===== src/rtl/sr_latch_pkg.sv =====
// Shared types and defaults for the gated SR latch monitor.
package sr_latch_pkg;

    typedef enum logic [1:0] {
        ST_UNKNOWN,
        ST_SETTLE,
        ST_CHECK,
        ST_INVALID
    } state_t;

    localparam int SETTLE_DEFAULT = 2;
    localparam int ERR_W_DEFAULT  = 8;
    localparam int SETTLE_MAX     = 15;
    localparam int SETTLE_CNT_W   = 4;

endpackage


===== src/rtl/sr_latch_monitor_sat_counter.sv =====
// Saturating up-counter with synchronous clear; clear has priority over increment.
module sat_counter #(
    parameter int WIDTH = 8
) (
    input  logic             clk,
    input  logic             rst_n,
    input  logic             inc,
    input  logic             clr,
    output logic [WIDTH-1:0] count
);

    localparam logic [WIDTH-1:0] MAX_COUNT = '1;

    always_ff @(posedge clk or negedge rst_n) begin
        if (!rst_n) begin
            count <= '0;
        end else if (clr) begin
            count <= '0;
        end else if (inc && (count != MAX_COUNT)) begin
            count <= count + 1'b1;
        end
    end

endmodule


===== src/rtl/sr_latch_monitor.sv =====
// Tracks the expected state of a gated SR latch and flags output mismatches once inputs settle.
// Optional feature: define SR_LATCH_MONITOR_STICKY_EN to build the err_sticky flag register.
module sr_latch_monitor
    import sr_latch_pkg::*;
#(
    parameter int SETTLE = SETTLE_DEFAULT,
    parameter int ERR_W  = ERR_W_DEFAULT
) (
    input  logic             clk,
    input  logic             rst_n,
    input  logic             s,
    input  logic             r,
    input  logic             e,
    input  logic             q,
    input  logic             notq,
    input  logic             clear,
    output logic             exp_q,
    output logic             valid,
    output logic             err,
    output logic             forbid,
    output logic [ERR_W-1:0] err_cnt,
    output logic             err_sticky
);

    localparam logic [SETTLE_CNT_W-1:0] SETTLE_LOAD = SETTLE_CNT_W'(SETTLE - 1);

    state_t                  state;
    state_t                  state_next;
    logic                    exp_next;
    logic [SETTLE_CNT_W-1:0] cnt;
    logic [SETTLE_CNT_W-1:0] cnt_next;
    logic [2:0]              prev_sre;
    logic                    err_next;
    logic                    forbid_next;
    logic                    changed;
    logic                    forbidden;
    logic                    defined;
    logic                    mismatch;

    assign changed   = ({s, r, e} != prev_sre);
    assign forbidden = e & s & r;
    assign defined   = e & (s ^ r);
    assign mismatch  = (q != exp_q) || (notq != ~exp_q);
    assign valid     = (state == ST_CHECK);

    always_ff @(posedge clk or negedge rst_n) begin
        if (!rst_n) begin
            state    <= ST_UNKNOWN;
            exp_q    <= 1'b0;
            cnt      <= '0;
            prev_sre <= '0;
            err      <= 1'b0;
            forbid   <= 1'b0;
        end else begin
            state    <= state_next;
            exp_q    <= exp_next;
            cnt      <= cnt_next;
            prev_sre <= {s, r, e};
            err      <= err_next;
            forbid   <= forbid_next;
        end
    end

    // Forbidden input overrides every state; otherwise any s/r/e change re-arms the settle window.
    always_comb begin
        state_next  = state;
        exp_next    = defined ? s : exp_q;
        cnt_next    = cnt;
        err_next    = 1'b0;
        forbid_next = 1'b0;
        if (forbidden) begin
            state_next  = ST_INVALID;
            forbid_next = (state != ST_INVALID);
            cnt_next    = '0;
        end else begin
            case (state)
                ST_UNKNOWN, ST_INVALID: begin
                    if (defined) begin
                        state_next = ST_SETTLE;
                        cnt_next   = SETTLE_LOAD;
                    end
                end
                ST_SETTLE: begin
                    if (changed) begin
                        cnt_next = SETTLE_LOAD;
                    end else if (cnt == '0) begin
                        state_next = ST_CHECK;
                    end else begin
                        cnt_next = cnt - 1'b1;
                    end
                end
                ST_CHECK: begin
                    if (changed) begin
                        state_next = ST_SETTLE;
                        cnt_next   = SETTLE_LOAD;
                    end else begin
                        err_next = mismatch;
                    end
                end
                default: state_next = ST_UNKNOWN;
            endcase
        end
    end

    sat_counter #(
        .WIDTH(ERR_W)
    ) u_err_counter (
        .clk  (clk),
        .rst_n(rst_n),
        .inc  (err),
        .clr  (clear),
        .count(err_cnt)
    );

`ifdef SR_LATCH_MONITOR_STICKY_EN
    logic sticky;

    always_ff @(posedge clk or negedge rst_n) begin
        if (!rst_n) begin
            sticky <= 1'b0;
        end else if (clear) begin
            sticky <= 1'b0;
        end else if (err) begin
            sticky <= 1'b1;
        end
    end

    assign err_sticky = sticky;
`else
    assign err_sticky = 1'b0;
`endif

endmodule


===== config.mk =====
export PLATFORM = sky130hd
export DESIGN_NAME = sr_latch_monitor
export DESIGN_NICKNAME = d
export VERILOG_FILES = /design/src/rtl/sr_latch_pkg.sv /design/src/rtl/sr_latch_monitor_sat_counter.sv /design/src/rtl/sr_latch_monitor.sv
export SDC_FILE = /design/constraint.sdc
export NUM_CORES = 1
export LEC_CHECK = 0
export ABC_AREA = 1
export CORE_ASPECT_RATIO = 0.8
export CORE_MARGIN = 2
export CORE_UTILIZATION = 52
export CTS_BUF_LIST = sky130_fd_sc_hd__clkbuf_16
export CTS_CLUSTER_DIAMETER = 150
export CTS_CLUSTER_SIZE = 12
export DETAILED_ROUTE_END_ITERATION = 10
export HOLD_SLACK_MARGIN = 0.05
export PLACE_DENSITY = 0.78
export SYNTH_ARGS = -nofsm -noshare
export SYNTH_HDL_FRONTEND = slang
export SYNTH_HIERARCHICAL = 1
export SYNTH_SLANG_ARGS = --single-unit

===== constraint.sdc =====
create_clock -name clk -period 1.48 [get_ports clk]
set_input_delay 0.222 -clock clk [delete_from_list [all_inputs] [get_ports clk]]
set_output_delay 0.222 -clock clk [all_outputs]
set_load 0.005 [all_outputs]

==> qor.csv, run 1 <==
stage,metric,value,unit
outcome,run status,finished clean,
routing,WL/cell,11.9,um
global_routing,via count of the first global-routing pass,1158,
place,Port-buffer cells,19,
critical_path,signal arrival time at the worst endpoint,1210,ps
global_routing,gr ovfl total,0,
cts,clock latency of the later-clocked register in the worst-skew pair,250,ps
critical_path,cell-by-cell trace of the critical path,clkdlybuf4s50_1,
critical_path,RR Startpoint,cnt[0],
sta,worst setup margin,44.6,ps
synthesis,number of storage elements in the synthesis netlist,20,
global_routing,overall routing resource usage,22.8,%
critical_path,cell family with the largest share of critical-path delay,buffers and inverters,
hold_path,Worst Hold Endpoint,prev_sre[1],
pwr,highest ir drop seen on vdd,0.000912,V
sta,FMAX,697,MHz
finish,fin util,71.1,%
die,Die Wd,59.8,um
die,initial standard-cell utilization of the core,53.9,%
sta,number of setup violations in the final report,0,
routing,detailed router's first-iteration violation count,54,
global_routing,largest net degree at the start of global routing,21,
finish,final-stage net count,229,
synthesis,"Cell Area, Synth",1290,um2
critical_path,required time of the critical path,1260,ps
flow_run,max-cap viol count,0,
cts,TritonCTS Sinks,20,
cts,Max clock buf depth,2,
synthesis,number of unique standard cell types used by synthesis,26,
routing,post-detailed-routing wire length,2.86,mm
routing,iteration count of the initial detailed-routing pass,4,
place,placer's final routability congestion estimate,0.862,
finish,count of antenna diodes in the layout,0,
critical_path,worst-case reg-to-reg path depth,9,
cts,CTS tree,yes,
critical_path,critical path startpoint category,flop,
place,"number of placed instances, taps included",236,
sta,post-route clock skew,4.64,ps
sta,number of slew-limit violations in the final report,0,
sta,fin crit period,1440,ps
global_routing,number of antenna violations at the first check in global routing,0,
synthesis,net count after synthesis,198,
critical_path,highest fanout seen on the critical path,7,
sta,sum of negative setup slack,0,ps
synthesis,Post-Synthesis Cells,184,
cts,TritonCTS Buffers,3,
pwr,leakage power total,0.947,nW
hold_path,hold path startpoint,r,
critical_path,CP max-delay cell,sky130_fd_sc_hd__clkdlybuf4s50_1,
cts,clock root cell,sky130_fd_sc_hd__clkbuf_16,
finish,signed area change from the synthesized netlist to the final layout,32.0,%
critical_path,worst reg2reg setup slack,90,ps
sta,final worst-path cycle share,97.0,%
cts,hold buffer count at cts,0,
routing,post-detailed-route count of antenna-violating nets,0,
place,hpwl dp,2.10,mm
place,pre-CTS worst setup slack,-259,ps
die,number of primary I/O pins,21,
synthesis,synthesis warning total,6,
critical_path,category of the worst setup path capture point,primary output,
critical_path,r2r endpoint,cnt[3],
cts,clock-pin transition on the worst setup and hold timing paths,50,ps
sta,final hold violation count,0,
hold_path,Hold/Removal Path Class,in2reg,
die,Rows,16,
finish,share of cells above drive strength 1,15.4,%
routing,total number of vias,1250,
die,area of the die,2910,um2
finish,final instance count without filler cells,241,
synthesis,register area share after synthesis,38.6,%
sta,post-route worst hold slack,207,ps
critical_path,WS Path Type,reg2out,
sta,setup repair after global routing missed its margin,false,
routing,drt drc,0,
critical_path,WP buf/inv,1,
critical_path,stage delay of the slowest cell on the critical path,530,ps
cts,total number of H-tree levels,1,
die,total core area,2400,um2
routing,average via count per standard cell,5.19,
synthesis,average size of a mapped cell,7.04,um2
die,Vert. Die Dim,48.6,um
global_routing,global-route wire length before repair,5.09,mm
hold_path,worst hold path cell count,1,
pwr,power density over cell area,1270,nW/um2
==> what timing repair did <==
item,CTS,global route
gates resized for setup,1,12
setup endpoints to repair,1,10
hold endpoints to repair,0,0
buffers inserted,1,0
==> cell usage after synthesis <==
master / instances / share of area (%)
sky130_fd_sc_hd__nor2_2: 3 / 1.4
sky130_fd_sc_hd__nand2_2: 4 / 1.9
sky130_fd_sc_hd__o21ai_0: 1 / 0.39
sky130_fd_sc_hd__a21oi_1: 5 / 1.9
sky130_fd_sc_hd__dfrtp_1: 20 / 39
sky130_fd_sc_hd__a21oi_2: 1 / 0.68
sky130_fd_sc_hd__nor2_1: 10 / 2.9
sky130_fd_sc_hd__or2_2: 1 / 0.48
sky130_fd_sc_hd__clkinv_4: 1 / 0.68
sky130_fd_sc_hd__inv_1: 32 / 9.3
sky130_fd_sc_hd__o21bai_1: 2 / 1.2
sky130_fd_sc_hd__nand3_1: 18 / 7.0
sky130_fd_sc_hd__o22ai_1: 1 / 0.48
sky130_fd_sc_hd__nand4_1: 2 / 0.97
sky130_fd_sc_hd__nor4_1: 1 / 0.48
sky130_fd_sc_hd__nor2_4: 1 / 0.87
sky130_fd_sc_hd__a31oi_1: 1 / 0.48
sky130_fd_sc_hd__o21ai_1: 1 / 0.39
sky130_fd_sc_hd__nand3_2: 3 / 2.3
sky130_fd_sc_hd__nand2_4: 1 / 0.87
sky130_fd_sc_hd__a211oi_1: 1 / 0.58
sky130_fd_sc_hd__nor3_1: 3 / 1.2
sky130_fd_sc_hd__ha_1: 6 / 5.8
sky130_fd_sc_hd__buf_4: 1 / 0.58
sky130_fd_sc_hd__nand2_1: 63 / 18
sky130_fd_sc_hd__conb_1: 1 / 0.29
==> state kept, by name, indices dropped and copies added (netlist names) <==
signal / cells
prev_sre: 3
err: 1
exp_q: 1
state: 2
forbid: 1
u_err_counter/count: 8
cnt: 4
==> cell type report <==
class                           instances  area, um2
Inverter                               33        129
Multi-Input combinational cell        130        678
Fill cell                             192        693
Timing Repair Buffer                   27        262
Tap cell                               27       33.8
Sequential cell                        20        502
Clock buffer                            3       75.1
Clock inverter                          1       30.0
==> through the flow <==
step                total power [mW]  area (um2)
floorplan                       1.15        1290
global placement                1.33        1560
detailed placement              1.36        1560
CTS                             2.12        1680
global route                    2.34        1710
finish                          2.17        1710
==> layout by cell type (no fill, tap or decap) <==
cell type	synthesis	routed
sky130_fd_sc_hd__nor2_2	3	4
sky130_fd_sc_hd__nor4_1	1	1
sky130_fd_sc_hd__a31oi_1	1	1
sky130_fd_sc_hd__inv_1	32	31
sky130_fd_sc_hd__dlygate4sd2_1	0	1
sky130_fd_sc_hd__nand3_1	18	18
sky130_fd_sc_hd__o21ai_0	1	1
sky130_fd_sc_hd__nand4_1	2	2
sky130_fd_sc_hd__nor2_4	1	1
sky130_fd_sc_hd__clkinv_4	1	1
sky130_fd_sc_hd__clkbuf_16	0	3
sky130_fd_sc_hd__ha_1	6	5
sky130_fd_sc_hd__dlymetal6s2s_1	0	5
sky130_fd_sc_hd__bufinv_16	0	1
sky130_fd_sc_hd__dfrtp_2	0	1
sky130_fd_sc_hd__buf_4	1	8
sky130_fd_sc_hd__nor2_1	10	9
sky130_fd_sc_hd__a211oi_1	1	1
sky130_fd_sc_hd__o21bai_1	2	2
sky130_fd_sc_hd__inv_2	0	1
sky130_fd_sc_hd__clkdlybuf4s50_1	0	13
sky130_fd_sc_hd__nand2_1	63	61
sky130_fd_sc_hd__nand2_2	4	6
sky130_fd_sc_hd__o21ai_1	1	1
sky130_fd_sc_hd__nand3_2	3	3
sky130_fd_sc_hd__a21oi_1	5	5
sky130_fd_sc_hd__conb_1	1	1
sky130_fd_sc_hd__ha_4	0	1
sky130_fd_sc_hd__nor3_1	3	3
sky130_fd_sc_hd__o22ai_1	1	1
sky130_fd_sc_hd__nand2_4	1	1
sky130_fd_sc_hd__a21oi_2	1	1
sky130_fd_sc_hd__dfrtp_1	20	19
sky130_fd_sc_hd__or2_2	1	1
==> worst max-delay path by stage <==
stage	from	end	depth (start not counted)
6_report	u_err_counter/count[5]	err_cnt[5]	1
5_1_grt	u_err_counter/count[5]	err_cnt[5]	1
4_1_cts	e	state[1]	10
3_5_place_dp	e	state[1]	10
3_3_place_gp	e	state[1]	10
2_1_floorplan	u_err_counter/count[0]	u_err_counter/count[7]	7
==> per-layer routing <==
metal / vias up / routed length (um) / track usage (%)
met5: - / 0 / 0
met4: 0 / 14 / 4.07
met3: 2 / 225 / 7.22
met2: 45 / 1320 / 33.5
met1: 570 / 1300 / 33.2
li1: 633 / - / -
==> cells by family after synthesis <==
kind of cell / count (synthesis) / synth area share [%]
AOI/OAI and AO/OA: 13 / 6.09
DFF: 20 / 38.6
other: 1 / 0.290
adders and majority gates: 6 / 5.80
buffers and inverters: 34 / 10.5
and+or+nand+nor: 110 / 38.6
==> worst register-to-register path: cells and delay by family (launching register included) <==
family                     cells  cell delay [ps]
and+or+nand+nor                7              600
buffers and inverters          1               90
adders and majority gates      1              170
DFF                            1              420
==> report_power, final <==
group          internal [mW]  leakage [nW]  switching (mW)
Sequential             0.613         0.258          0.0644
Combinational          0.310         0.638           0.446
Clock                  0.536        0.0511           0.197
Total                   1.46         0.947           0.707
Note: power is estimated with default switching activity, not from simulation.
==> run 2, diff against run 1 <==
--- a/config.mk
+++ b/config.mk
@@ -14,8 +14,6 @@
 export CTS_CLUSTER_SIZE = 12
 export DETAILED_ROUTE_END_ITERATION = 10
-export HOLD_SLACK_MARGIN = 0.05
 export PLACE_DENSITY = 0.78
 export SYNTH_ARGS = -nofsm -noshare
 export SYNTH_HDL_FRONTEND = slang
-export SYNTH_HIERARCHICAL = 1
 export SYNTH_SLANG_ARGS = --single-unit
==> constraint.sdc (replaced) <==
create_clock -name clk -period 1.48 [get_ports clk]
set_input_delay 0.222 -clock clk [delete_from_list [all_inputs] [get_ports clk]]
set_output_delay 0.222 -clock clk [all_outputs]
set_load 0.1 [all_outputs]
==> run 2 against run 1 <==
Compared with the run above:
- critical path depth grew 8
- utilization grew 10 points
- register-to-register slack lost 20 ps
- combinational power grew 24%
- synthesized cell count shrank 7.6%
- first-iteration DRC count grew 20%
- largest power group unchanged
- highest routed layer unchanged
- sequential power grew 2%
- global-route usage shrank 1.6 points
==> qor.csv, run 2 <==
stage,metric,value,unit
synthesis,library cell with the highest instance count after synthesis,sky130_fd_sc_hd__nand2_1,
place,placed cell area,1670,um2
sta,fin crit period,1410,ps
routing,post-detailed-route count of antenna-violating nets,0,
synthesis,Post-Synthesis Cells,170,
routing,detailed router's first-iteration violation count,65,
synthesis,proportion of register bits with asynchronous set or reset after synthesis,100,%
finish,max FFs per register,8,
sta,number of slew-limit violations in the final report,0,
die,number of primary I/O pins,21,
routing,WL/cell,12.9,um
sta,final worst-path cycle share,94.9,%
global_routing,gr ovfl total,0,
global_routing,overall routing resource usage,21.2,%
synthesis,number of unique standard cell types used by synthesis,22,
die,Die Wd,58.5,um
finish,count of antenna diodes in the layout,0,
routing,drt drc,0,
synthesis,dominant synthesized flop cell,sky130_fd_sc_hd__dfrtp_1,
cts,clock root cell,sky130_fd_sc_hd__clkbuf_16,
synthesis,number of storage elements in the synthesis netlist,20,
critical_path,required time of the critical path,1620,ps
synthesis,most frequent cells after synthesis,"53 x sky130_fd_sc_hd__nand2_1, 29 x sky130_fd_sc_hd__inv_1, 20 x sky130_fd_sc_hd__dfrtp_1",
synthesis,synthesis warning total,0,
synthesis,net count after synthesis,184,
sta,number of setup violations in the final report,0,
critical_path,category of the worst setup path capture point,flop,
sta,final hold violation count,0,
die,area of the die,2790,um2
sta,sum of negative setup slack,0,ps
die,initial standard-cell utilization of the core,56.3,%
cts,TritonCTS Buffers,3,
pwr,leakage power total,0.901,nW
synthesis,portion of synthesized cell area occupied by the leading cell type,40.5,%
global_routing,number of antenna violations at the first check in global routing,0,
routing,post-detailed-routing wire length,2.91,mm
die,Vert. Die Dim,47.6,um
flow_run,max-cap viol count,0,
critical_path,critical path startpoint category,flop,
finish,largest registers in the final layout,"u_err_counter.count (8), cnt (4), prev_sre (3)",
pwr,highest ir drop seen on vdd,0.00119,V
cts,clock latency of the later-clocked register in the worst-skew pair,250,ps
hold_path,Hold/Removal Path Class,in2reg,
finish,most frequent cells in the layout,"53 x sky130_fd_sc_hd__nand2_1, 28 x sky130_fd_sc_hd__inv_1, 16 x sky130_fd_sc_hd__nand3_1",
synthesis,Synth area leaders,"sky130_fd_sc_hd__dfrtp_1 40%, sky130_fd_sc_hd__nand2_1 16%, sky130_fd_sc_hd__inv_1 8.8%",
die,Rows,15,
routing,average via count per standard cell,5.34,
cts,total number of H-tree levels,1,
routing,total number of vias,1202,
finish,share of cells above drive strength 1,24.5,%
place,Port-buffer cells,19,
synthesis,number of synthesized flops with an enable pin,0,
outcome,run status,finished clean,
sta,FMAX,712,MHz
global_routing,largest net degree at the start of global routing,21,
synthesis,average size of a mapped cell,7.27,um2
critical_path,WS Path Type,reg2reg,
finish,"Non-Filler Cell Area, Final",1790,um2
pwr,power density over cell area,1220,nW/um2
cts,TritonCTS Sinks,20,
sta,post-route clock skew,1.22,ps
finish,register name with the most flops,u_err_counter.count,
cts,Max clock buf depth,2,
die,total core area,2200,um2
finish,signed area change from the synthesized netlist to the final layout,44.8,%
place,placer's final routability congestion estimate,0.888,
cts,clock-pin transition on the worst setup and hold timing paths,50,ps
synthesis,largest area contributor in the netlist,sky130_fd_sc_hd__dfrtp_1,
critical_path,signal arrival time at the worst endpoint,1550,ps
synthesis,"Cell Area, Synth",1240,um2
finish,"leading cell type in the layout, fill and taps excluded",sky130_fd_sc_hd__nand2_1,
routing,iteration count of the initial detailed-routing pass,4,
cts,CTS tree,yes,
global_routing,via count of the first global-routing pass,1014,
critical_path,highest fanout seen on the critical path,4,
place,hpwl dp,2.08,mm
finish,final-stage net count,215,
synthesis,register area share after synthesis,40.5,%
global_routing,global-route wire length before repair,4.37,mm
## run 2: through the flow
stage          hold slack, ps  utilization [%]  instances  power [mW]  worst slack, ps
3_3_place_gp              459             76.0        220        1.53             -159
6_report                  204             81.5        225        2.18             74.8
5_1_grt                   217             81.5        225        2.33            -31.9
3_5_place_dp              460             76.0        220        1.55             -229
2_1_floorplan           -73.6                -        170        1.28            -44.8
4_1_cts                   339             79.5        224        2.12             25.8
## run 2: worst max-delay path, stage by stage, from the launching register on
cell	delay, ps
sky130_fd_sc_hd__dfrtp_1	410
sky130_fd_sc_hd__inv_2	90
sky130_fd_sc_hd__ha_1	160
sky130_fd_sc_hd__nand3_2	120
sky130_fd_sc_hd__nand3_1	110
sky130_fd_sc_hd__nand2_1	60
sky130_fd_sc_hd__inv_1	80
sky130_fd_sc_hd__nand3_1	110
sky130_fd_sc_hd__nand2_1	100
sky130_fd_sc_hd__nand2_1	50
## run 2: per-layer routing
metal | wire (um) | share of wire [%] | GRT usage [%]
met1 | 1280 | 44 | 27.9
met2 | 1390 | 48 | 35.7
met3 | 209 | 7.2 | 5.95
met4 | 27 | 0.93 | 4.19
met5 | 0 | 0 | 0
## run 2: final timing paths
path	to	cells past startpoint	start	slack (ps)
max	state[1]	9	cnt[0]	70
min	prev_sre[0]	1	e	200
max reg2reg	state[1]	9	cnt[0]	70
min reg2reg	cnt[1]	2	cnt[1]	470
max in group asynchronous	u_err_counter.count[5]	2	rst_n	930
min in group asynchronous	u_err_counter.count[1]	2	rst_n	320
## run 2: power breakdown
group	total, mW	switching [mW]	leakage, nW	internal [mW]
combinational	0.940	0.576	0.620	0.364
clock	0.551	0.192	0.0385	0.360
sequential	0.693	0.0786	0.243	0.614
total	2.18	0.846	0.901	1.34
## run 2: repair_timing
item                       CTS  global route
setup endpoints to repair    0            12
gates resized for setup      0            11
buffers inserted             0             0
hold buffers                 0             0
## run 2: kinds of logic after synthesis
kind of cell	Yosys count	synth area share, %
DFF	20	40.5
AOI/OAI and AO/OA	14	6.58
buffers and inverters	31	10.3
adders and majority gates	6	6.07
xor gates and xnor gates	2	1.42
other	1	0.303
and+or+nand+nor	96	34.8
## run 2: layout make-up
type	instances	area [um2]
clock buffer	3	75.1
multi-input combinational	120	667
tap	25	31.3
timing repair buffer	27	378
sequential	20	527
clock inverter	1	3.75
fill	137	405
inverter	29	109
